[src/rtl/flash_audio_reader.sv]
// flash_audio_reader
// Playback engine that reads 32-bit words (two 16-bit samples each) from the
// on-board flash over an Avalon-MM read port. It emits one SAMPLE_W-bit sample
// per accepted sample_tick. It walks the clip forward or backward, wrapping at
// both ends, and returns to the clip start when restart is pulsed.
//
// Optional build macro: AUDIO_MUTE_ON_PAUSE_EN
//   defined   : audio_sample is forced to 0 (registered) while pause is high;
//               the next emitted sample overwrites the zero.
//   undefined : audio_sample holds its last value during pause.

module flash_audio_reader #(
    parameter int ADDR_W   = 23,
    parameter int MAX_ADDR = 'h7FFFF,
    parameter int SAMPLE_W = 8
) (
    input  logic                clk,
    input  logic                reset_n,
    input  logic                pause,
    input  logic                reverse,
    input  logic                restart,
    input  logic                sample_tick,
    output logic                flash_mem_read,
    input  logic                flash_mem_waitrequest,
    output logic [ADDR_W-1:0]   flash_mem_address,
    output logic [3:0]          flash_mem_byteenable,
    input  logic [31:0]         flash_mem_readdata,
    input  logic                flash_mem_readdatavalid,
    output logic [SAMPLE_W-1:0] audio_sample,
    output logic                sample_valid
);

    // Last word address of the clip and the first one, sized to the address bus.
    localparam logic [ADDR_W-1:0] LP_MAX_ADDR = ADDR_W'(MAX_ADDR);
    localparam logic [ADDR_W-1:0] LP_MIN_ADDR = '0;
    localparam logic [ADDR_W-1:0] LP_ONE      = ADDR_W'(1);

    typedef enum logic [2:0] {
        S_IDLE        = 3'd0,
        S_FETCH       = 3'd1,
        S_WAIT_VALID  = 3'd2,
        S_EMIT_FIRST  = 3'd3,
        S_WAIT_TICK   = 3'd4,
        S_EMIT_SECOND = 3'd5,
        S_ADVANCE     = 3'd6
    } state_t;

    state_t r_state;
    state_t w_state_next;

    // Datapath registers
    logic [ADDR_W-1:0]   r_addr;
    logic [31:0]         r_word;
    logic                r_dir;              // half order latched with the word
    logic                r_restart_pending;
    logic [SAMPLE_W-1:0] r_audio_sample;
    logic                r_sample_valid;

    // Control strobes decoded from the current state
    logic w_tick_ok;
    logic w_fetch_read;
    logic w_latch_word;
    logic w_emit_first;
    logic w_emit_second;
    logic w_load_start;      // jump to clip start and consume the pending restart
    logic w_step;            // normal one-word advance

    // Address candidates
    logic [ADDR_W-1:0] w_start_addr;
    logic [ADDR_W-1:0] w_fwd_addr;
    logic [ADDR_W-1:0] w_rev_addr;
    logic [ADDR_W-1:0] w_step_addr;

    // Per-half sample MSBs, index 0 = word[15:0], index 1 = word[31:16]
    logic [SAMPLE_W-1:0] w_half_msbs [2];
    logic [SAMPLE_W-1:0] w_first_sample;
    logic [SAMPLE_W-1:0] w_second_sample;

    // Low bits of each half never reach the output; folded here so they are
    // visibly intentional rather than forgotten.
    logic w_unused;

    assign w_tick_ok = sample_tick & ~pause;

    // ------------------------------------------------------------------
    // Sample extraction
    // ------------------------------------------------------------------
    genvar gi;
    generate
        for (gi = 0; gi < 2; gi++) begin : g_half
            assign w_half_msbs[gi] = r_word[gi*16 + 15 -: SAMPLE_W];
        end

        if (SAMPLE_W < 16) begin : g_unused_low
            assign w_unused = ^{r_word[31-SAMPLE_W:16], r_word[15-SAMPLE_W:0]};
        end else begin : g_no_unused_low
            assign w_unused = 1'b0;
        end
    endgenerate

    // Forward play starts with the low half, backward play with the high half.
    assign w_first_sample  = w_half_msbs[r_dir];
    assign w_second_sample = w_half_msbs[~r_dir];

    // ------------------------------------------------------------------
    // Address arithmetic: start address and wrapped step in either direction.
    // Both use the live reverse level, sampled when the step is taken.
    // ------------------------------------------------------------------
    assign w_start_addr = reverse ? LP_MAX_ADDR : LP_MIN_ADDR;
    assign w_fwd_addr   = (r_addr == LP_MAX_ADDR) ? LP_MIN_ADDR : (r_addr + LP_ONE);
    assign w_rev_addr   = (r_addr == LP_MIN_ADDR) ? LP_MAX_ADDR : (r_addr - LP_ONE);
    assign w_step_addr  = reverse ? w_rev_addr : w_fwd_addr;

    // ------------------------------------------------------------------
    // FSM process 1: state register
    // ------------------------------------------------------------------
    always_ff @(posedge clk or negedge reset_n) begin
        if (!reset_n) begin
            r_state <= S_IDLE;
        end else begin
            r_state <= w_state_next;
        end
    end

    // ------------------------------------------------------------------
    // FSM process 2: next-state logic
    // ------------------------------------------------------------------
    always_comb begin
        w_state_next = r_state;
        case (r_state)
            S_IDLE: begin
                // A pending restart takes one cycle in IDLE to reload the address.
                if (r_restart_pending) begin
                    w_state_next = S_IDLE;
                end else if (w_tick_ok) begin
                    w_state_next = S_FETCH;
                end
            end
            S_FETCH: begin
                if (!flash_mem_waitrequest) begin
                    w_state_next = S_WAIT_VALID;
                end
            end
            S_WAIT_VALID: begin
                if (flash_mem_readdatavalid) begin
                    w_state_next = S_EMIT_FIRST;
                end
            end
            S_EMIT_FIRST: begin
                w_state_next = S_WAIT_TICK;
            end
            S_WAIT_TICK: begin
                // Restart wins over a tick: the second half is dropped.
                if (r_restart_pending) begin
                    w_state_next = S_ADVANCE;
                end else if (w_tick_ok) begin
                    w_state_next = S_EMIT_SECOND;
                end
            end
            S_EMIT_SECOND: begin
                w_state_next = S_ADVANCE;
            end
            S_ADVANCE: begin
                w_state_next = S_IDLE;
            end
            default: begin
                w_state_next = S_IDLE;
            end
        endcase
    end

    // ------------------------------------------------------------------
    // FSM process 3: output / control strobe decode
    // ------------------------------------------------------------------
    always_comb begin
        w_fetch_read  = 1'b0;
        w_latch_word  = 1'b0;
        w_emit_first  = 1'b0;
        w_emit_second = 1'b0;
        w_load_start  = 1'b0;
        w_step        = 1'b0;
        case (r_state)
            S_IDLE: begin
                w_load_start = r_restart_pending;
            end
            S_FETCH: begin
                w_fetch_read = 1'b1;
            end
            S_WAIT_VALID: begin
                w_latch_word = flash_mem_readdatavalid;
            end
            S_EMIT_FIRST: begin
                w_emit_first = 1'b1;
            end
            S_EMIT_SECOND: begin
                w_emit_second = 1'b1;
            end
            S_ADVANCE: begin
                if (r_restart_pending) begin
                    w_load_start = 1'b1;
                end else begin
                    w_step = 1'b1;
                end
            end
            default: begin
                w_fetch_read = 1'b0;
            end
        endcase
    end

    // Word address: reload on restart, otherwise step with wrap after each word.
    always_ff @(posedge clk or negedge reset_n) begin
        if (!reset_n) begin
            r_addr <= '0;
        end else if (w_load_start) begin
            r_addr <= w_start_addr;
        end else if (w_step) begin
            r_addr <= w_step_addr;
        end
    end

    // Capture returned flash word and freeze the half order for this word.
    always_ff @(posedge clk or negedge reset_n) begin
        if (!reset_n) begin
            r_word <= '0;
            r_dir  <= 1'b0;
        end else if (w_latch_word) begin
            r_word <= flash_mem_readdata;
            r_dir  <= reverse;
        end
    end

    // Restart request: set in any state, cleared when consumed unless a new
    // pulse lands in the same cycle.
    always_ff @(posedge clk or negedge reset_n) begin
        if (!reset_n) begin
            r_restart_pending <= 1'b0;
        end else begin
            r_restart_pending <= restart | (r_restart_pending & ~w_load_start);
        end
    end

    // Output sample register: updated on each emit, optionally muted during pause.
    always_ff @(posedge clk or negedge reset_n) begin
        if (!reset_n) begin
            r_audio_sample <= '0;
        end else if (w_emit_first) begin
            r_audio_sample <= w_first_sample;
        end else if (w_emit_second) begin
            r_audio_sample <= w_second_sample;
        end
`ifdef AUDIO_MUTE_ON_PAUSE_EN
        else if (pause) begin
            r_audio_sample <= '0;
        end
`endif
    end

    // Valid strobe registered alongside the sample so both change together.
    always_ff @(posedge clk or negedge reset_n) begin
        if (!reset_n) begin
            r_sample_valid <= 1'b0;
        end else begin
            r_sample_valid <= w_emit_first | w_emit_second;
        end
    end

    assign flash_mem_read       = w_fetch_read;
    assign flash_mem_address    = r_addr;
    assign flash_mem_byteenable = 4'hF;
    assign audio_sample         = r_audio_sample;
    assign sample_valid         = r_sample_valid;

endmodule
[config.mk]
export PLATFORM = sky130hd
export DESIGN_NAME = flash_audio_reader
export DESIGN_NICKNAME = d
export VERILOG_FILES = /design/src/rtl/flash_audio_reader.sv
export SDC_FILE = /design/constraint.sdc
export NUM_CORES = 1
export LEC_CHECK = 0
export ABC_AREA = 1
export CORE_MARGIN = 3
export CORE_UTILIZATION = 45
export DETAILED_ROUTE_END_ITERATION = 8
export PLACE_DENSITY = 0.76
export SLEW_MARGIN = 20
export SYNTH_ARGS = -nofsm -noshare
export SYNTH_HDL_FRONTEND = slang
export SYNTH_SLANG_ARGS = --single-unit
[constraint.sdc]
create_clock -name clk -period 1.7 [get_ports clk]
set_input_delay 0.34 -clock clk [delete_from_list [all_inputs] [get_ports clk]]
set_output_delay 0.34 -clock clk [all_outputs]
set_load 0.1 [all_outputs]
* Yosys cells after proc, flatten, opt, wreduce, memory -nomap -nowiden
Cells that the tools add are included.
** Operators by class
- Reduce and logical (&&, ||, !) cells :: 5
- Mux-type cells :: 29
- Add/sub/neg operators :: 2
- Order comparisons :: 2
- Bitwise logic cells :: 9
- Equality and inequality tests :: 11
** Operators by type and width (count)
- $mux W23 :: 5
- $mux W8 :: 8
- $add A23 B1 Y23 const B :: 1
- $eq A23 B19 Y1 const B :: 1
- $logic_not A23 Y1 :: 1
- $sub A23 B1 Y23 const B :: 1
- $mux W19 :: 1
- $mux W3 :: 6
- $pmux W3 S6 :: 1
- $eq A3 B3 Y1 const B :: 3
- $mux W1 :: 7
- $eq A3 B2 Y1 const B :: 2
- $ne A3 B3 Y1 const B :: 2
- $ge A2 B2 Y1 const B :: 2
- $ne A2 B2 Y1 const B :: 2
- $not A1 Y2 :: 2
- $reduce_and A4 Y1 :: 1
- $reduce_bool A2 Y1 :: 2
- $eq A3 B1 Y1 const B :: 1
- $logic_not A3 Y1 :: 1
- $not A1 Y1 :: 3
- $and A1 B1 Y1 :: 2
- $or A1 B1 Y1 :: 2
- $pmux W1 S2 :: 1
** Word-level totals
- Flip-flop bits (word level) :: 69
- Output and inout port bits :: 37
- Logic and storage cells :: 65
- Input port bits :: 40

* Depth between registers and ports, before layout
- Depth after elaboration :: 7
- Mapped depth :: 12
- Gate-level depth less buffers :: 12

* Worst setup path before layout
OpenSTA, ideal clock, no wires.
- Path type :: reg2reg
- Start point :: register r_state[1]
- End point :: register r_state[1]
- Required time :: 1.573 ns
- Slack :: -0.647 ns
- Period minus slack after synthesis :: 2.347 ns
- Path buffers :: 0
- Stages on the path, launching flop included :: 7
- Arrival time :: 2.220 ns
- Library setup time :: 0.127 ns
- Path through :: dfrtp_1 > inv_2 > nand2_1 > nor2_1 > nand2_1 > nand2_1 > o21ai_0
** Between the ends
- Word-level cells in the longest chain between the ends :: 3
- Elaborated cells on any way between the ends :: 12
- Classes of those cells :: 9 x eq/ne; 1 x mux; 2 x reduce/logical
** RTL lines
- from (decl) :: RTL line 48 : state_t r_state;
- from (signal assigned) :: RTL line 121 : r_state <= w_state_next;
- $eq A3 B3 Y1 (tied with other cells) :: RTL line 130 : case (r_state)
- $ne A3 B3 Y1 (no source line) / $ne A2 B2 Y1 (equally long branches)
- $reduce_and A4 Y1 (no source line)
Several ways; a longest one is shown, not always the timed one.
A chain may end at the register's enable or synchronous reset.

* Worst setup path after layout
- Start point :: register r_addr[0] (netlist: flash_mem_address[0])
- End point :: register r_addr[19] (netlist: flash_mem_address[19])
** Between the ends
- Word-level cells in the longest chain between the ends :: 5
- Elaborated cells on any way between the ends :: 9
- Classes of those cells :: 2 x add/sub; 1 x eq/ne; 5 x mux; 1 x reduce/logical
** RTL lines
- from (decl) :: RTL line 52 : logic [ADDR_W-1:0] r_addr;
- from (signal assigned) :: RTL line 216 : r_addr <= w_start_addr;
- from (signal assigned) :: RTL line 218 : r_addr <= w_step_addr;
- $add A23 B1 Y23 (tied with other cells) :: RTL line 110 : assign w_fwd_addr = (r_addr == LP_MAX_ADDR) ? LP_MIN_ADDR : (r_addr + LP_ONE);
- $mux W23, on equally long branches :: RTL line 110, 111
- $mux W23 * :: RTL line 112 : assign w_step_addr = reverse ? w_rev_addr : w_fwd_addr;
- $mux W23 * :: RTL line 217 : end else if (w_step) begin
- $mux W23 * :: RTL line 215 : end else if (w_load_start) begin
Mark *: on every way between the ends. The rest lies on a longest branch, timed or not. The select of a mux whose other input is x is not followed.

==> reports/results.txt <==
Status: complete, but fails checks
Failing checks: hold timing, setup timing
Ant. Diodes: 0
Routed len/inst: 16.0 µm
Post-route cell area: 6150 µm²
Post-CTS Hold Buffers: 0
Fin crit share: 103%
Buf/Inv on CP: 3
Die area: 10000 µm²
Busiest layer in global routing: met2
Most frequent cells in the layout: nand2_1, buf_4, nor2_1
Drt drc: 0
Final worst path period need: 1760 ps
Vias in the first global route: 4274
Number of synthesized flops with an enable pin: 0
FP Rows: 33
Layout Cells excl Fill: 823
Cells along the critical path: inv_4 > buf_6 > nor2_4 > nand3_4 > nor2_4 > buf_4 > nand3_1 > nand2_1 > nand3_1 > nand3_1 > nand2_1
RSZ-0062 raised after global routing: true
Power per Cell Area: 2130 nW/µm²
Async set or reset register ratio after synthesis: 100%
Pin count of the biggest net entering global routing: 54
CTS tree: done
Grt ovf: 0
Worst setup EP type: register
CP most frequent cell: nand3_1
Placed cell count: 791
Distinct cells, synth: 39
Layout cell share with drive strength beyond 1: 38.6%
Syn avg cell area: 6.79 µm²
Post-synthesis sequential area ratio: 33.3%
Clock share of power: 6.3%
DRT Pass-1 Iters: 8
Final Core Density: 73.4%
Launching point of the worst reg2reg path: flash_mem_address[0]
IO Pins: 77
Most common cell after layout, fill and taps aside: nand2_1
Die height: 100 µm
Total of max-cap violations: 0
Final ANT Viol Nets: 0
Hold Crit Class: in -> async
Final setup TNS: -150 ps
YS warnings: 0
CTS sink count: 53
GR Util met3: 4.38%
Routed vias: 4471
Die Width: 100 µm
CP Class: reg -> reg
Area Overhead vs Synth: 54.6%
Mapped Area: 3980 µm²
Fin. max-slew vios: 0
Via density: 5.43
Fmax: 569 MHz
Final Worst Setup Slack: -56.9 ps
WP data required: 1920 ps
Maximum clock path buffer count: 2
Met1 usage: 33.4%
Slowest CP cell: dfrtp_4
Clock buffer count from CTS: 5
Global-route wire length before repair: 20500 µm
Int Pwr: 5.81 mW
Dpl hpwl: 9550 µm
Fraction of power spent switching nets: 55.5%
Placed Instance Area: 5570 µm²
Crit path max-delay family: simple AND/OR/NAND/NOR gates
Final hold slack: -8.59 ps
Endpoints failing setup: 6
Worst setup path startpoint: flash_mem_address[0]
Clock Latency Late Sink: 320 ps
DRT Wirelength: 13200 µm
Crit start category: register
Routability congestion estimate: 1.03
Crit Path Max Fanout: 5
P_sw: 7.25 mW
Area of the core: 8380 µm²
Final nets: 760
M2 GR Usage: 43.8%
Leakage power: 2.83 nW
Root buffer cell: clkbuf_8
# H-tree levels: 2
#FFs+latches synth: 53
VDD IR max: 1380 µV
Final hold vios: 5
Port bufs: 56
Initial antenna violation count: 0
Synthesized instance count: 586
Main flop type after synthesis: dfrtp_1
Clock-pin transition on the worst setup and hold timing paths: 120 ps
Starting Density: 47.5%
CP max stage delay: 480 ps
DR iter-0 viols: 412
Sequential fraction of design power: 21.2%
Overall Global Routing Usage: 25.7%
Worst Path Arrival: 1980 ps
Comb pwr share: 72.5%
Final Skew: 8.53 ps
-- kinds of logic after synthesis --
family,after synthesis,synth area share [%]
xor+xnor,18,4.15
other cells,1,0.0943
buf+inv,91,10.9
compound gates,62,9.15
simple gates,350,39.1
fa+ha+maj,3,0.944
flops,53,33.3
mux,8,2.26
-- stage by stage --
step | total power [mW] | worst slack [ps] | hold WS [ps]
3_3_place_gp | 11.3 | -44.0 | 357
4_1_cts | 12.4 | -6.51 | 2.74
2_1_floorplan | 8.49 | -39.6 | 44.4
3_5_place_dp | 11.4 | -71.4 | 362
5_1_grt | 13.8 | -123 | 11.5
6_report | 13.1 | -56.9 | -8.59
-- cell usage after synthesis (2+ instances only) --
| cell type | instances | area, µm² |
|---|---|---|
| nand2_2 | 4 | 25.0 |
| nor3_1 | 4 | 20.0 |
| nand3_1 | 45 | 225 |
| nor2_1 | 80 | 300 |
| nand2_1 | 175 | 657 |
| inv_1 | 56 | 210 |
| o211ai_2 | 2 | 25.0 |
| o21ai_0 | 19 | 95.1 |
| xor2_1 | 16 | 140 |
| o211ai_1 | 9 | 67.6 |
| buf_2 | 10 | 50.1 |
| nor2_8 | 2 | 40.0 |
| nand4_1 | 14 | 87.6 |
| nand3_2 | 2 | 20.0 |
| nand2_4 | 3 | 33.8 |
| a31oi_1 | 2 | 12.5 |
| a21oi_1 | 18 | 90.1 |
| nor2_4 | 3 | 33.8 |
| inv_2 | 6 | 22.5 |
| o21ai_1 | 7 | 35.0 |
| buf_4 | 10 | 75.1 |
| dfrtp_1 | 53 | 1330 |
| mux2_2 | 8 | 90.1 |
| nor2_2 | 16 | 100 |
| ha_1 | 3 | 37.5 |
| inv_4 | 2 | 12.5 |
| buf_6 | 5 | 56.3 |
-- worst paths after layout --
| path | end | slack, ps | cells after the start |
|---|---|---|---|
| max | flash_mem_address[19] | -60 | 11 |
| min | flash_mem_address[2] | -9 | 2 |
| max reg2reg | flash_mem_address[19] | -60 | 11 |
| min reg2reg | r_word[27] | 520 | 1 |
| max in group asynchronous | flash_mem_address[12] | 1420 | 2 |
| min in group clk | r_word[27] | 520 | 1 |
-- layer usage --
layer  share of wire, %  wire length (µm)
met1                 40              5300
met2                 48              6380
met3                7.4               978
met4                4.0               524
met5                  0                 0
-- power by group through the flow --
stage / registers [mW] / clock network, mW / logic, mW
finish: 2.78 / 0.822 / 9.47
floorplan: 4.77 / 0 / 3.73
global route: 2.85 / 0.900 / 10.0
global placement: 2.74 / 0 / 8.52
detailed placement: 2.76 / 0 / 8.67
CTS: 2.73 / 0.849 / 8.86
-- sequential cells by signal, indices dropped and copies added (netlist names) --
| register | flops |
|---|---|
| audio_sample | 8 |
| r_dir | 1 |
| sample_valid | 1 |
| r_state | 3 |
| flash_mem_address | 23 |
| r_word | 16 |
| r_restart_pending | 1 |
-- cell type report --
class / count / area, µm²
multi-input cells: 445 / 2640
repair buffers: 147 / 1620
fillers: 634 / 2230
clock inverters: 3 / 33.8
clock buffers: 5 / 68.8
well taps: 105 / 131
flip-flops and latches: 53 / 1400
inverters: 65 / 254
-- what timing repair did --
| item | CTS | global route |
|---|---|---|
| setup endpoints to repair | 18 | 24 |
| resized for setup | 14 | 66 |
| pin swaps | 9 | 23 |
| setup buffers | 7 | 17 |
Power figures use the tool's default switching activity.
